File: src/rtl/rgb2yuv_pkg.sv
// Shared types and constants for the RGB -> YUV444 converter: beat-type
// codes, the two full-range Q8 coefficient sets, rounding and chroma offset.
package rgb2yuv_pkg;

  // Beat-type codes shared with the rest of the pixel pipeline.
  localparam int DTYPE_WIDTH = 4;
  localparam logic [DTYPE_WIDTH-1:0] DTYPE_IDLE        = 4'd0;
  localparam logic [DTYPE_WIDTH-1:0] DTYPE_FRAME_START = 4'd1;
  localparam logic [DTYPE_WIDTH-1:0] DTYPE_FRAME_END   = 4'd2;
  localparam logic [DTYPE_WIDTH-1:0] DTYPE_ROW_START   = 4'd3;
  localparam logic [DTYPE_WIDTH-1:0] DTYPE_ROW_END     = 4'd4;
  localparam logic [DTYPE_WIDTH-1:0] DTYPE_PIXEL       = 4'd5;

  // Added before the >>8 so the floor shift rounds to nearest.
  localparam int ROUND_C    = 128;
  // Added to U and V after the shift to centre chroma at mid-scale.
  localparam int CHROMA_OFS = 128;

  // One output row of the matrix: unsigned 8-bit magnitudes plus a sign
  // flag per term, so every product stays an 8x8 unsigned multiply.
  // Index 0 = R, 1 = G, 2 = B.
  typedef struct packed {
    logic [2:0]      neg;
    logic [2:0][7:0] mag;
  } coef_row_t;

  // BT.601 full range
  localparam coef_row_t BT601_Y = '{neg: 3'b000, mag: {8'd29,  8'd150, 8'd77}};
  localparam coef_row_t BT601_U = '{neg: 3'b011, mag: {8'd128, 8'd85,  8'd43}};
  localparam coef_row_t BT601_V = '{neg: 3'b110, mag: {8'd21,  8'd107, 8'd128}};
  // BT.709 full range
  localparam coef_row_t BT709_Y = '{neg: 3'b000, mag: {8'd19,  8'd183, 8'd54}};
  localparam coef_row_t BT709_U = '{neg: 3'b011, mag: {8'd128, 8'd99,  8'd29}};
  localparam coef_row_t BT709_V = '{neg: 3'b110, mag: {8'd12,  8'd116, 8'd128}};

  // Coefficient row for channel ch (0=Y, 1=U, 2=V) of set sel (0=601, 1=709).
  function automatic coef_row_t coef_lookup(input logic sel, input logic [1:0] ch);
    coef_row_t r;
    case (ch)
      2'd0:    r = sel ? BT709_Y : BT601_Y;
      2'd1:    r = sel ? BT709_U : BT601_U;
      default: r = sel ? BT709_V : BT601_V;
    endcase
    return r;
  endfunction

endpackage

File: src/rtl/rgb2yuv_dot.sv
// Registered 3-term signed dot product for one output channel.
// Cycle 1 registers the three 8x8 products, cycle 2 the rounded signed sum;
// the shift, optional chroma offset and clamp are combinational on the
// sum register so the parent can fold them into its output register.
module rgb2yuv_dot
  import rgb2yuv_pkg::*;
#(
  parameter bit OFFSET_EN = 1'b0
) (
  input  logic            clk,
  input  logic            resetb,
  input  coef_row_t       coef_i,
  input  logic [2:0][7:0] pix_i,
  output logic [7:0]      res_o
);

  logic [2:0][15:0]   prod_d, prod_q;
  logic [2:0]         neg_q;
  logic signed [17:0] sum_d, sum_q;
  logic signed [9:0]  sh, ofs;

  // Unsigned 8x8 products of pixel and coefficient magnitude.
  always_comb begin
    prod_d = '0;
    for (int i = 0; i < 3; i++)
      prod_d[i] = {8'd0, pix_i[i]} * {8'd0, coef_i.mag[i]};
  end

  // Stage 1: products and the matching sign flags.
  always_ff @(posedge clk or negedge resetb) begin
    if (!resetb) begin
      prod_q <= '0;
      neg_q  <= '0;
    end else begin
      prod_q <= prod_d;
      neg_q  <= coef_i.neg;
    end
  end

  // Signed accumulation with the rounding constant folded in; 18 bits
  // covers -32640..65408 with margin.
  always_comb begin
    sum_d = 18'(ROUND_C);
    for (int i = 0; i < 3; i++) begin
      if (neg_q[i]) sum_d = sum_d - $signed({2'b00, prod_q[i]});
      else          sum_d = sum_d + $signed({2'b00, prod_q[i]});
    end
  end

  // Stage 2: rounded sum.
  always_ff @(posedge clk or negedge resetb) begin
    if (!resetb) sum_q <= '0;
    else         sum_q <= sum_d;
  end

  // Floor shift, chroma offset and clamp; post-shift range -128..383 fits 10 bits signed.
  always_comb begin
    sh  = 10'(sum_q >>> 8);
    ofs = sh + (OFFSET_EN ? 10'(CHROMA_OFS) : 10'sd0);
    if (ofs < 10'sd0)        res_o = 8'd0;
    else if (ofs > 10'sd255) res_o = 8'd255;
    else                     res_o = ofs[7:0];
  end

endmodule

File: src/rtl/rgb2yuv_stage.sv
// RGB -> full-range YUV444 converter ahead of the overlay blender.
// Every beat takes exactly 3 cycles; enable and coefficient set are
// captured on FRAME_START so a frame never mixes modes. Coefficients are
// resolved at the input from sel_q, so the chosen set travels down the
// pipe as products and sign flags alongside the beat's conv flag.
module rgb2yuv_stage
  import rgb2yuv_pkg::*;
#(
  parameter int DTYPE_W = DTYPE_WIDTH
) (
  input  logic               clk,
  input  logic               resetb,
  input  logic               enable,
  input  logic               coeff_sel,
  input  logic               dvi,
  input  logic [DTYPE_W-1:0] dtypei,
  input  logic [7:0]         data0i,
  input  logic [7:0]         data1i,
  input  logic [7:0]         data2i,
  input  logic [15:0]        meta_datai,
  output logic               dvo,
  output logic [DTYPE_W-1:0] dtypeo,
  output logic [7:0]         data0o,
  output logic [7:0]         data1o,
  output logic [7:0]         data2o,
  output logic [15:0]        meta_datao,
  output logic               frame_en
);

  localparam logic [DTYPE_W-1:0] DT_FS  = DTYPE_W'(DTYPE_FRAME_START);
  localparam logic [DTYPE_W-1:0] DT_PIX = DTYPE_W'(DTYPE_PIXEL);

  logic frame_en_q, sel_q;
  logic conv_in;
  logic [2:0][7:0] pix_in;
  logic [2:0][7:0] yuv;
  coef_row_t       coef [3];

  // Two internal delay stages; the third stage is the output register.
  logic [1:0]                    vld_pipe_q;
  logic [1:0]                    conv_pipe_q;
  logic [1:0][DTYPE_W-1:0]       dt_pipe_q;
  logic [1:0][15:0]              meta_pipe_q;
  logic [1:0][2:0][7:0]          raw_pipe_q;

  logic               dvo_q;
  logic [DTYPE_W-1:0] dtypeo_q;
  logic [2:0][7:0]    data_q, data_d;
  logic [15:0]        meta_q;

  assign pix_in  = {data2i, data1i, data0i};
  // The FRAME_START beat itself sees the old frame_en_q, so it is never converted.
  assign conv_in = dvi && (dtypei == DT_PIX) && frame_en_q;

  // Per-frame latch of enable and coefficient set.
  always_ff @(posedge clk or negedge resetb) begin
    if (!resetb) begin
      frame_en_q <= 1'b0;
      sel_q      <= 1'b0;
    end else if (dvi && (dtypei == DT_FS)) begin
      frame_en_q <= enable;
      sel_q      <= coeff_sel;
    end
  end

  // Y, U, V dot-product units; only the chroma channels take the +128 offset.
  for (genvar c = 0; c < 3; c++) begin : g_ch
    assign coef[c] = coef_lookup(sel_q, 2'(c));
    rgb2yuv_dot #(.OFFSET_EN(c != 0)) u_dot (
      .clk    (clk),
      .resetb (resetb),
      .coef_i (coef[c]),
      .pix_i  (pix_in),
      .res_o  (yuv[c])
    );
  end

  // Delay line for beat metadata and raw data, matched to the dot units.
  always_ff @(posedge clk or negedge resetb) begin
    if (!resetb) begin
      vld_pipe_q  <= '0;
      conv_pipe_q <= '0;
      dt_pipe_q   <= '0;
      meta_pipe_q <= '0;
      raw_pipe_q  <= '0;
    end else begin
      vld_pipe_q  <= {vld_pipe_q[0],  dvi};
      conv_pipe_q <= {conv_pipe_q[0], conv_in};
      dt_pipe_q   <= {dt_pipe_q[0],   dtypei};
      meta_pipe_q <= {meta_pipe_q[0], meta_datai};
      raw_pipe_q  <= {raw_pipe_q[0],  pix_in};
    end
  end

  // Converted pixels take the dot results; everything else passes raw.
  always_comb begin
    data_d = conv_pipe_q[1] ? yuv : raw_pipe_q[1];
  end

  // Stage 3: output registers.
  always_ff @(posedge clk or negedge resetb) begin
    if (!resetb) begin
      dvo_q    <= 1'b0;
      dtypeo_q <= '0;
      data_q   <= '0;
      meta_q   <= '0;
    end else begin
      dvo_q    <= vld_pipe_q[1];
      dtypeo_q <= dt_pipe_q[1];
      data_q   <= data_d;
      meta_q   <= meta_pipe_q[1];
    end
  end

  assign dvo        = dvo_q;
  assign dtypeo     = dtypeo_q;
  assign data0o     = data_q[0];
  assign data1o     = data_q[1];
  assign data2o     = data_q[2];
  assign meta_datao = meta_q;
  assign frame_en   = frame_en_q;

endmodule

File: config.mk
export PLATFORM = sky130hd
export DESIGN_NAME = rgb2yuv_stage
export DESIGN_NICKNAME = d
export VERILOG_FILES = /design/src/rtl/rgb2yuv_pkg.sv /design/src/rtl/rgb2yuv_dot.sv /design/src/rtl/rgb2yuv_stage.sv
export SDC_FILE = /design/constraint.sdc
export NUM_CORES = 1
export LEC_CHECK = 0
export BUFFER_PORTS_ARGS = -buffer_cell sky130_fd_sc_hd__buf_2
export CORE_MARGIN = 1.5
export CORE_UTILIZATION = 60
export CTS_BUF_LIST = sky130_fd_sc_hd__clkbuf_16
export DETAILED_ROUTE_END_ITERATION = 6
export GPL_TIMING_DRIVEN = 0
export HOLD_SLACK_MARGIN = 0.08
export PLACE_DENSITY = 0.89
export REMOVE_ABC_BUFFERS = 1
export SLEW_MARGIN = 20
export SYNTH_ARGS = -nofsm -noshare
export SYNTH_HDL_FRONTEND = slang
export SYNTH_HIERARCHICAL = 1
export SYNTH_SLANG_ARGS = --single-unit
File: constraint.sdc
create_clock -name clk -period 21.8 [get_ports clk]
set_input_delay 4.36 -clock clk [delete_from_list [all_inputs] [get_ports clk]]
set_output_delay 4.36 -clock clk [all_outputs]
set_load 0.01 [all_outputs]
==> results.json, run 1 <==
{
  "status": "complete, no violations",
  "fin_skew_ps": 41.9,
  "path_clk_slew_ps": 60,
  "pre_cts_ws_ps": 12830,
  "ys_types": 80,
  "first_pass_iters": 6,
  "initial_core_util": 0.606,
  "avgSynthCellArea_um2": 9.32,
  "ir_drop_mv": 0.128,
  "crit_required_ps": 22240,
  "root_buffer": "clkbuf_16",
  "slew_headroom": 0.430,
  "max-cap-violations": 0,
  "finalPower_uw": 6020,
  "ant_nets": 0,
  "cts_max_level": 2,
  "critPathTopFamily": "adder cells",
  "syn_inst": 3657,
  "slew_viol_final": 0,
  "synth_edf_count": 0,
  "hold_ws_ps": 336,
  "regArea_mm2": 0.00806,
  "fillCellCount": 4063,
  "die_area_mm2": 0.0582,
  "period_needed_ps": 8500,
  "clock_path_buffers": 3,
  "gp_congestion": 0.858,
  "slowest_stage": "or4b_2",
  "ctsResizeCount": 0,
  "fmax_ghz": 0.118,
  "track_usage": 0.265,
  "worst-setup-path-type": "primary input to flop",
  "hold_violations": 0,
  "synthFlopType": "dfrtp_1",
  "worst-path-max-fanout": 25,
  "postCtsHoldBufs": 0,
  "dpl.hpwl_um": 54600,
  "antenna_found_initial": 1,
  "end_kind": "flop",
  "die_w_um": 241,
  "post-route-period-util": 0.390,
  "yosysTopAreaCell": "dfrtp_1",
  "power_per_cell_area_mw_per_mm2": 158,
  "finalWirelength_um": 73800,
  "total_leakage_power_uw": 0.0199,
  "core_mm2": 0.0563,
  "grt_pass1_vias": 27100,
  "cts_tree": "done",
  "worst-path-buf-inv": 3,
  "fp-row-count": 87,
  "portBuffers": 94,
  "cts-buffers-inserted": 36,
  "clk_latency_ps": 570,
  "setup_viol": 0,
  "cts_setup_buffers": 0,
  "hold_class": "flop to flop",
  "cts_sinks": 322,
  "async_flop_share": 1.00,
  "vias": 25800,
  "ys_warn_count": 6,
  "tightest_slew_ps": 844,
  "viasPerCell": 5.27,
  "ys_seq_elements": 322,
  "die_y_um": 241,
  "path_cells": "buf_2, nand2_1, fa_1, fa_1, fa_1, fa_1, inv_1, ha_1, inv_1, o21ai_0, a21oi_1, o21a_1, or4b_2, o2111ai_1",
  "critical_path_arrival_ps": 8940,
  "grt_setup_unrepaired": "false",
  "grt_pass1_wl_um": 125000,
  "synth_area_leaders": "dfrtp_1, fa_1, ha_1, inv_1, xnor2_1",
  "max_stage_delay_ps": 640,
  "grt-ovfl-total": 0,
  "drive_above_1_share": 0.0521,
  "fin_ws_ps": 13300,
  "fin_setup_tns_ps": 0,
  "pin_count": 95,
  "critPathLaunchType": "primary input",
  "syn-cell-area_mm2": 0.0341,
  "multiInputGateArea_mm2": 0.0250,
  "synth_top_area_share": 0.236,
  "insertedDiodeCount": 0,
  "ys_seq_area_frac": 0.236,
  "nNetsFinal": 4941,
  "drc": 0,
  "drt_iter0_drc": 1336,
  "crit_top_cell": "fa_1",
  "wl_per_cell_um": 15.1,
  "syn2layout_area_growth_pct": 11.6,
  "grt_max_degree": 103
}
flip-flops by register name, summed over array words and instances (netlist names):
| register | cells |
|---|---|
| meta_datao | 16 |
| data1o | 8 |
| g_ch.u_dot/prod_q | 144 |
| g_ch.u_dot/neg_q | 9 |
| raw_pipe_q | 48 |
| meta_pipe_q | 32 |
| frame_en | 1 |
| dvo | 1 |
| vld_pipe_q | 2 |
| sel_q | 1 |
| g_ch.u_dot/sum_q | 30 |
| dt_pipe_q | 8 |
| data0o | 8 |
| dtypeo | 4 |
| data2o | 8 |
| conv_pipe_q | 2 |
metal layers:
metal,track usage,vias to the layer above,part of all wire
met3,0.0326,193,0.044
met5,0,-,0
met2,0.476,653,0.50
met4,0.102,0,0.037
met1,0.324,12600,0.41
li1,-,12300,-
cells in the final DEF (no fill, tap or decap), types with 36 or more instances in the layout:
cell type	Yosys	routed
xor2_1	55	55
xnor2_1	242	242
nor2b_1	36	36
conb_1	2	369
and2_1	269	269
nor2_1	227	227
buf_2	1	93
clkbuf_16	0	38
nor3_1	46	46
o21ai_0	85	85
dfrtp_1	322	320
ha_1	443	443
fa_1	327	327
a21oi_1	186	186
a21o_1	44	44
inv_1	590	598
nand2_1	385	385
synth_stat cells (36+ instances only):
library cell	number
nor3_1	46
ha_1	443
and2_1	269
xnor2_1	242
a21oi_1	186
a21o_1	44
xor2_1	55
nor2_1	227
nor2b_1	36
fa_1	327
inv_1	590
o21ai_0	85
nand2_1	385
dfrtp_1	322
worst paths after layout:
path / slack, ps / cells past startpoint / from / to
max: 13300 / 14 / data2i[1] / g_ch[0].u_dot/prod_q[44]
min: 340 / 0 / vld_pipe_q[1] / dvo
max reg2reg: 16180 / 16 / sel_q / g_ch[1].u_dot/prod_q[31]
min reg2reg: 340 / 0 / vld_pipe_q[1] / dvo
max in group asynchronous: 16400 / 4 / resetb / raw_pipe_q[21]
min in group asynchronous: 3760 / 1 / resetb / meta_datao[12]
cell families after synthesis:
logic type / count (synthesis) / synth area share
other: 2 / 0.000220
AOI/OAI and AO/OA: 481 / 0.0885
adders and majority gates: 770 / 0.355
DFF: 322 / 0.236
muxes: 36 / 0.0119
buffers and inverters: 629 / 0.0700
xor gates and xnor gates: 298 / 0.0770
and+or+nand+nor: 1119 / 0.161
cell type report:
class                           instances  area share
Timing Repair Buffer                   99      0.0163
Tap cell                              756      0.0249
Multi-Input combinational cell       3073       0.658
Clock buffer                           38      0.0250
Clock inverter                         26     0.00566
Sequential cell                       322       0.212
Inverter                              590      0.0583
through the flow:
stage / instances / instance area, µm² / utilization
finish: 4904 / 38000 / 0.676
global route: 4904 / 38000 / 0.676
CTS: 4904 / 38000 / 0.676
detailed placement: 4840 / 36900 / 0.655
global placement: 4835 / 36700 / 0.652
floorplan: 3985 / 35300 / -
report_power, final:
part	internal (µW)	switching (µW)
clock network	352	251
registers	823	180
logic	1920	2490
worst register-to-register path: stages (launching register included):
cell     delay [ps]
dfrtp_4         690
inv_4           450
buf_16          290
nand2_1         250
fa_1            470
fa_1            580
fa_1            440
fa_1            540
inv_1            40
ha_1            320
o21ai_0         100
nand2_1         120
a21o_1          210
a31o_2          250
a41o_1          260
o41ai_1         400
xnor2_1         170
(Power assumes the default switching activity.)
==> inputs of run 2 (changes only) <==
clock period = 8.05 ns   (was 21.8 ns; I/O delays follow)
==> results.json, run 2 (synthesis gave the netlist of run 1 again) <==
{
  "critical_path_arrival_ps": 6180,
  "end_kind": "flop",
  "p_clk_frac": 0.100,
  "setup_viol": 0,
  "post-route-period-util": 0.713,
  "slew_viol_final": 0,
  "period_needed_ps": 5740,
  "hold-path-cell-count": 0,
  "pwr-share-seq": 0.167,
  "grt_max_degree": 103,
  "wl_met3_um": 3210,
  "wl_per_cell_um": 15.0,
  "syn2layout_area_growth_pct": 11.6,
  "ant_nets": 0,
  "slew_headroom": 0.419,
  "worst-setup-path-type": "primary input to flop",
  "pin_count": 95,
  "core_mm2": 0.0563,
  "vias": 25800,
  "nNetsFinal": 4941,
  "max_stage_delay_ps": 640,
  "hold_violations": 0,
  "die_y_um": 241,
  "clk_latency_ps": 570,
  "fp-row-count": 87,
  "critPathLaunchType": "primary input",
  "viasPerCell": 5.26,
  "initial_core_util": 0.606,
  "max-cap-violations": 0,
  "hold_class": "flop to flop",
  "fillCellCount": 4063,
  "min_from": "vld_pipe_q[1]",
  "final_cell_mix": "inv_1, ha_1, nand2_1, conb_1, fa_1",
  "min_delay_worst_endpoint": "dvo",
  "ctsResizeCount": 0,
  "path_clk_slew_ps": 60,
  "hold_ws_ps": 335,
  "largest_reg_flops": 144,
  "crit_top_cell": "fa_1",
  "insertedDiodeCount": 0,
  "antenna_found_initial": 1,
  "total_leakage_power_uw": 0.0199,
  "grt_pass1_wl_um": 125000,
  "wl_met2_um": 37300,
  "fin_setup_tns_ps": 0,
  "portBuffers": 94,
  "worst-path-buf-inv": 3,
  "power_per_cell_area_mw_per_mm2": 428,
  "fmax_ghz": 0.174,
  "grt_setup_unrepaired": "false",
  "cts_tree": "done",
  "r2r-start": "sel_q",
  "clock_path_buffers": 3,
  "slowest_stage": "or4b_2",
  "cts_sinks": 322,
  "path_cells": "buf_2, nand2_1, fa_1, fa_1, fa_1, fa_1, inv_1, ha_1, inv_1, o21ai_0, a21oi_1, o21a_1, or4b_2, o2111ai_1",
  "ff2ff_path_depth": 16,
  "p_sw_frac": 0.485,
  "reg_top3": "g_ch.u_dot/prod_q (144), raw_pipe_q (48), meta_pipe_q (32)",
  "gp_congestion": 0.858,
  "tightest_slew_ps": 860,
  "layout_commonest_cell": "inv_1",
  "first_pass_iters": 6,
  "grt_pass1_vias": 27100,
  "reg2reg_slack_ps": 2430,
  "p_switching_uw": 7900,
  "place_inst": 4840,
  "p_int_uw": 8390,
  "finalWirelength_um": 73700,
  "root_buffer": "clkbuf_16",
  "die_w_um": 241,
  "worst-path-max-fanout": 25,
  "ir_drop_mv": 0.343,
  "drive_above_1_share": 0.0521,
  "die_area_mm2": 0.0582,
  "cts-buffers-inserted": 36,
  "p_comb_frac": 0.733,
  "drc": 0,
  "top_register": "g_ch.u_dot/prod_q",
  "cts_max_level": 2,
  "dpl.hpwl_um": 54600,
  "track_usage": 0.265,
  "grt-ovfl-total": 0,
  "crit_required_ps": 8490,
  "drt_iter0_drc": 1350,
  "fin_skew_ps": 40.9,
  "wl_met1_um": 30500,
  "cts_setup_buffers": 0,
  "finalNonFillerCells": 4904,
  "critPathTopFamily": "adder cells",
  "r2r-end": "g_ch[1].u_dot/prod_q[31]",
  "status": "complete, no violations",
  "postCtsHoldBufs": 0,
  "routed.top_layer": "met4"
}
[run 2: cell counts in the layout (fill, tap and decap cells not counted)]
Identical to the previous run, type by type.
[run 2: stage by stage]
step                cell area (µm²)  utilization  worst slack (ps)  power, µW
floorplan                     35300            -              1120      11800
global placement              36700        0.652             -2510      13700
detailed placement            36900        0.655              1830      14200
CTS                           38000        0.676              2330      16100
global route                  38000        0.676              2050      17900
finish                        38000        0.676              2310      16300
[run 2: per-layer routing]
layer | GRT usage | vias to the layer above
li1 | - | 12300
met1 | 0.324 | 12600
met2 | 0.476 | 636
met3 | 0.0326 | 194
met4 | 0.102 | 0
met5 | 0 | -
[run 2: worst max path at each step]
stage | from | cells after the start | to
finish | data2i[1] | 14 | g_ch[0].u_dot/prod_q[44]
global route | data0i[4] | 15 | g_ch[0].u_dot/prod_q[14]
CTS | data2i[1] | 14 | g_ch[0].u_dot/prod_q[44]
detailed placement | data1i[1] | 15 | g_ch[1].u_dot/prod_q[31]
global placement | sel_q | 16 | g_ch[1].u_dot/prod_q[31]
floorplan | sel_q | 16 | g_ch[1].u_dot/prod_q[31]
[run 2: area by class of cell]
type	instances	area [µm²]	area share
tap	756	946	0.0249
sequential	322	8060	0.212
clock inverter	26	215	0.00566
timing repair buffer	99	618	0.0163
multi-input combinational	3073	25000	0.658
inverter	590	2220	0.0583
clock buffer	38	951	0.0250
[run 2: power by group through the flow]
stage               Sequential [µW]  Combinational [µW]  Clock [µW]
floorplan                      2590                9200           0
global placement               2720               11000           0
detailed placement             2720               11500           0
CTS                            2700               11700        1670
global route                   2770               13400        1730
finish                         2720               11900        1630
==> inputs of run 3 (changes only) <==
CORE_UTILIZATION = 59   (was 60)
PLACE_DENSITY = 0.91   (was 0.89)
clock period = 5.2 ns   (was 8.05 ns; I/O delays follow)
==> results.json, run 3 (synthesis gave the netlist of run 1 again) <==
{
  "status": "complete, no violations",
  "die_area_mm2": 0.0592,
  "p_comb_frac": 0.739,
  "fin_ws_ps": 151,
  "track_usage": 0.266,
  "cts_tree": "done",
  "slowest_stage": "dfrtp_4",
  "grt_max_degree": 104,
  "grt_pass1_wl_um": 129000,
  "slew_headroom": 0.456,
  "drc": 0,
  "setup_viol": 0,
  "reg_top3": "g_ch.u_dot/prod_q (144), raw_pipe_q (48), meta_pipe_q (32)",
  "ant_nets": 0,
  "path_clk_slew_ps": 70,
  "grt_setup_unrepaired": "true",
  "finalWirelength_um": 76400,
  "pwr-share-seq": 0.166,
  "pre_cts_ws_ps": -596,
  "path_cells": "buf_16, nand2_1, fa_1, inv_1, fa_1, inv_1, fa_1, fa_1, inv_1, ha_1, or3_1, o21ai_0, a21oi_1, a211oi_1, a21oi_1, xnor2_2",
  "layout_commonest_cell": "inv_1",
  "r2r-start": "sel_q",
  "total_leakage_power_uw": 0.0199,
  "multiInputGateArea_mm2": 0.0251,
  "p_int_uw": 12900,
  "critical_path_arrival_ps": 5480,
  "max_stage_delay_ps": 620,
  "hold_violations": 0,
  "end_kind": "flop",
  "crit_top_cell": "fa_1",
  "p_sw_frac": 0.491,
  "slew_viol_final": 0,
  "tightest_slew_ps": 805,
  "portBuffers": 94,
  "initial_core_util": 0.601,
  "grtUsageMet1": 0.327,
  "vias": 26100,
  "die_y_um": 243,
  "root_buffer": "clkbuf_16",
  "top_register": "g_ch.u_dot/prod_q",
  "period_needed_ps": 5050,
  "first_pass_iters": 6,
  "worst-path-max-fanout": 64,
  "nNetsFinal": 4946,
  "gp_congestion": 0.881,
  "critPathLaunchType": "flop",
  "ir_drop_mv": 0.570,
  "wl_per_cell_um": 15.6,
  "antenna_found_initial": 2,
  "final_cell_mix": "inv_1, ha_1, nand2_1, conb_1, fa_1",
  "core_mm2": 0.0567,
  "grt_pass1_vias": 27400,
  "dpl.hpwl_um": 54800,
  "viasPerCell": 5.32,
  "met3_usage": 0.0321,
  "p_clk_frac": 0.095,
  "hold_class": "primary input to asynchronous set/reset pin",
  "cts-buffers-inserted": 34,
  "largest_reg_flops": 144,
  "reg2reg_slack_ps": 150,
  "postCtsHoldBufs": 0,
  "fillCellCount": 3953,
  "die_w_um": 243,
  "grt_use_met2": 0.474,
  "p_switching_uw": 12500,
  "finalPower_uw": 25400,
  "max-cap-violations": 0,
  "pin_count": 95,
  "crit_required_ps": 5630,
  "regArea_mm2": 0.00806,
  "fin_skew_ps": 26.8,
  "cts_sinks": 322,
  "finalNonFillerCells": 4910,
  "r2r-end": "g_ch[0].u_dot/prod_q[31]",
  "drt_iter0_drc": 1743,
  "fmax_ghz": 0.198,
  "fp-row-count": 87,
  "ff2ff_path_depth": 16,
  "post-route-period-util": 0.971,
  "grt-ovfl-total": 0,
  "cts_max_level": 2,
  "worst-setup-path-type": "flop to flop",
  "clock_path_buffers": 3,
  "drive_above_1_share": 0.0544,
  "clk_latency_ps": 560,
  "power_per_cell_area_mw_per_mm2": 665,
  "place_inst": 4840,
  "hold_ws_ps": 309,
  "syn2layout_area_growth_pct": 11.9,
  "busiest_layer": "met2"
}
## run 3: repair_timing
action,4_1_cts,5_1_grt
endpoints found under the setup margin,12,11
buffers inserted,2,3
cloned,1,1
pin swaps,0,4
hold endpoints to repair,0,0
resized for setup,9,18
## run 3: per-layer routing
| layer | part of all wire | vias to the layer above |
|---|---|---|
| met5 | 0 | - |
| li1 | - | 12400 |
| met1 | 0.41 | 12800 |
| met2 | 0.50 | 781 |
| met3 | 0.050 | 212 |
| met4 | 0.039 | 0 |
## run 3: critical path, delay by kind of cell (launching register included)
kind                       cells  cell delay, ps
AOI/OAI and AO/OA              4             710
xor gates and xnor gates       1             320
adders and majority gates      5            2320
buffers and inverters          4             460
DFF                            1             620
and+or+nand+nor                2             480
## run 3: power by group through the flow
stage	combinational (µW)	sequential [µW]	clock (µW)
2_1_floorplan	14200	4010	0
3_3_place_gp	17000	4200	0
3_5_place_dp	17800	4210	0
4_1_cts	18300	4190	2450
5_1_grt	20800	4290	2550
6_report	18700	4220	2410
## run 3: metrics by stage
step	instance area (µm²)	TNS, ps	utilization
floorplan	35300	-68040	-
global placement	36700	-1192090	0.647
detailed placement	36900	-4880	0.650
CTS	38000	0	0.671
global route	38100	-33.5	0.673
finish	38100	0	0.673
## run 3: worst max-delay path by stage
stage                                  from                       end  slack [ps]  cells after the start
floorplan                             sel_q  g_ch[1].u_dot/prod_q[31]       -1730                     16
global placement                      sel_q  g_ch[1].u_dot/prod_q[31]       -5070                     16
detailed placement                data1i[2]  g_ch[0].u_dot/prod_q[31]        -600                     16
CTS                               data1i[4]  g_ch[0].u_dot/prod_q[31]           2                     16
global route        g_ch[0].u_dot/prod_q[4]   g_ch[0].u_dot/sum_q[17]         -20                     20
finish                                sel_q  g_ch[0].u_dot/prod_q[31]         150                     16
## run 3: area by class of cell
type,count,area share
Inverter,590,0.0587
Tap cell,756,0.0248
Timing Repair Buffer,105,0.0195
Clock inverter,27,0.00594
Clock buffer,34,0.0223
Antenna cell,2,0.000131
Multi-Input combinational cell,3073,0.657
Timing Repair inverter,1,0.000295
Sequential cell,322,0.211
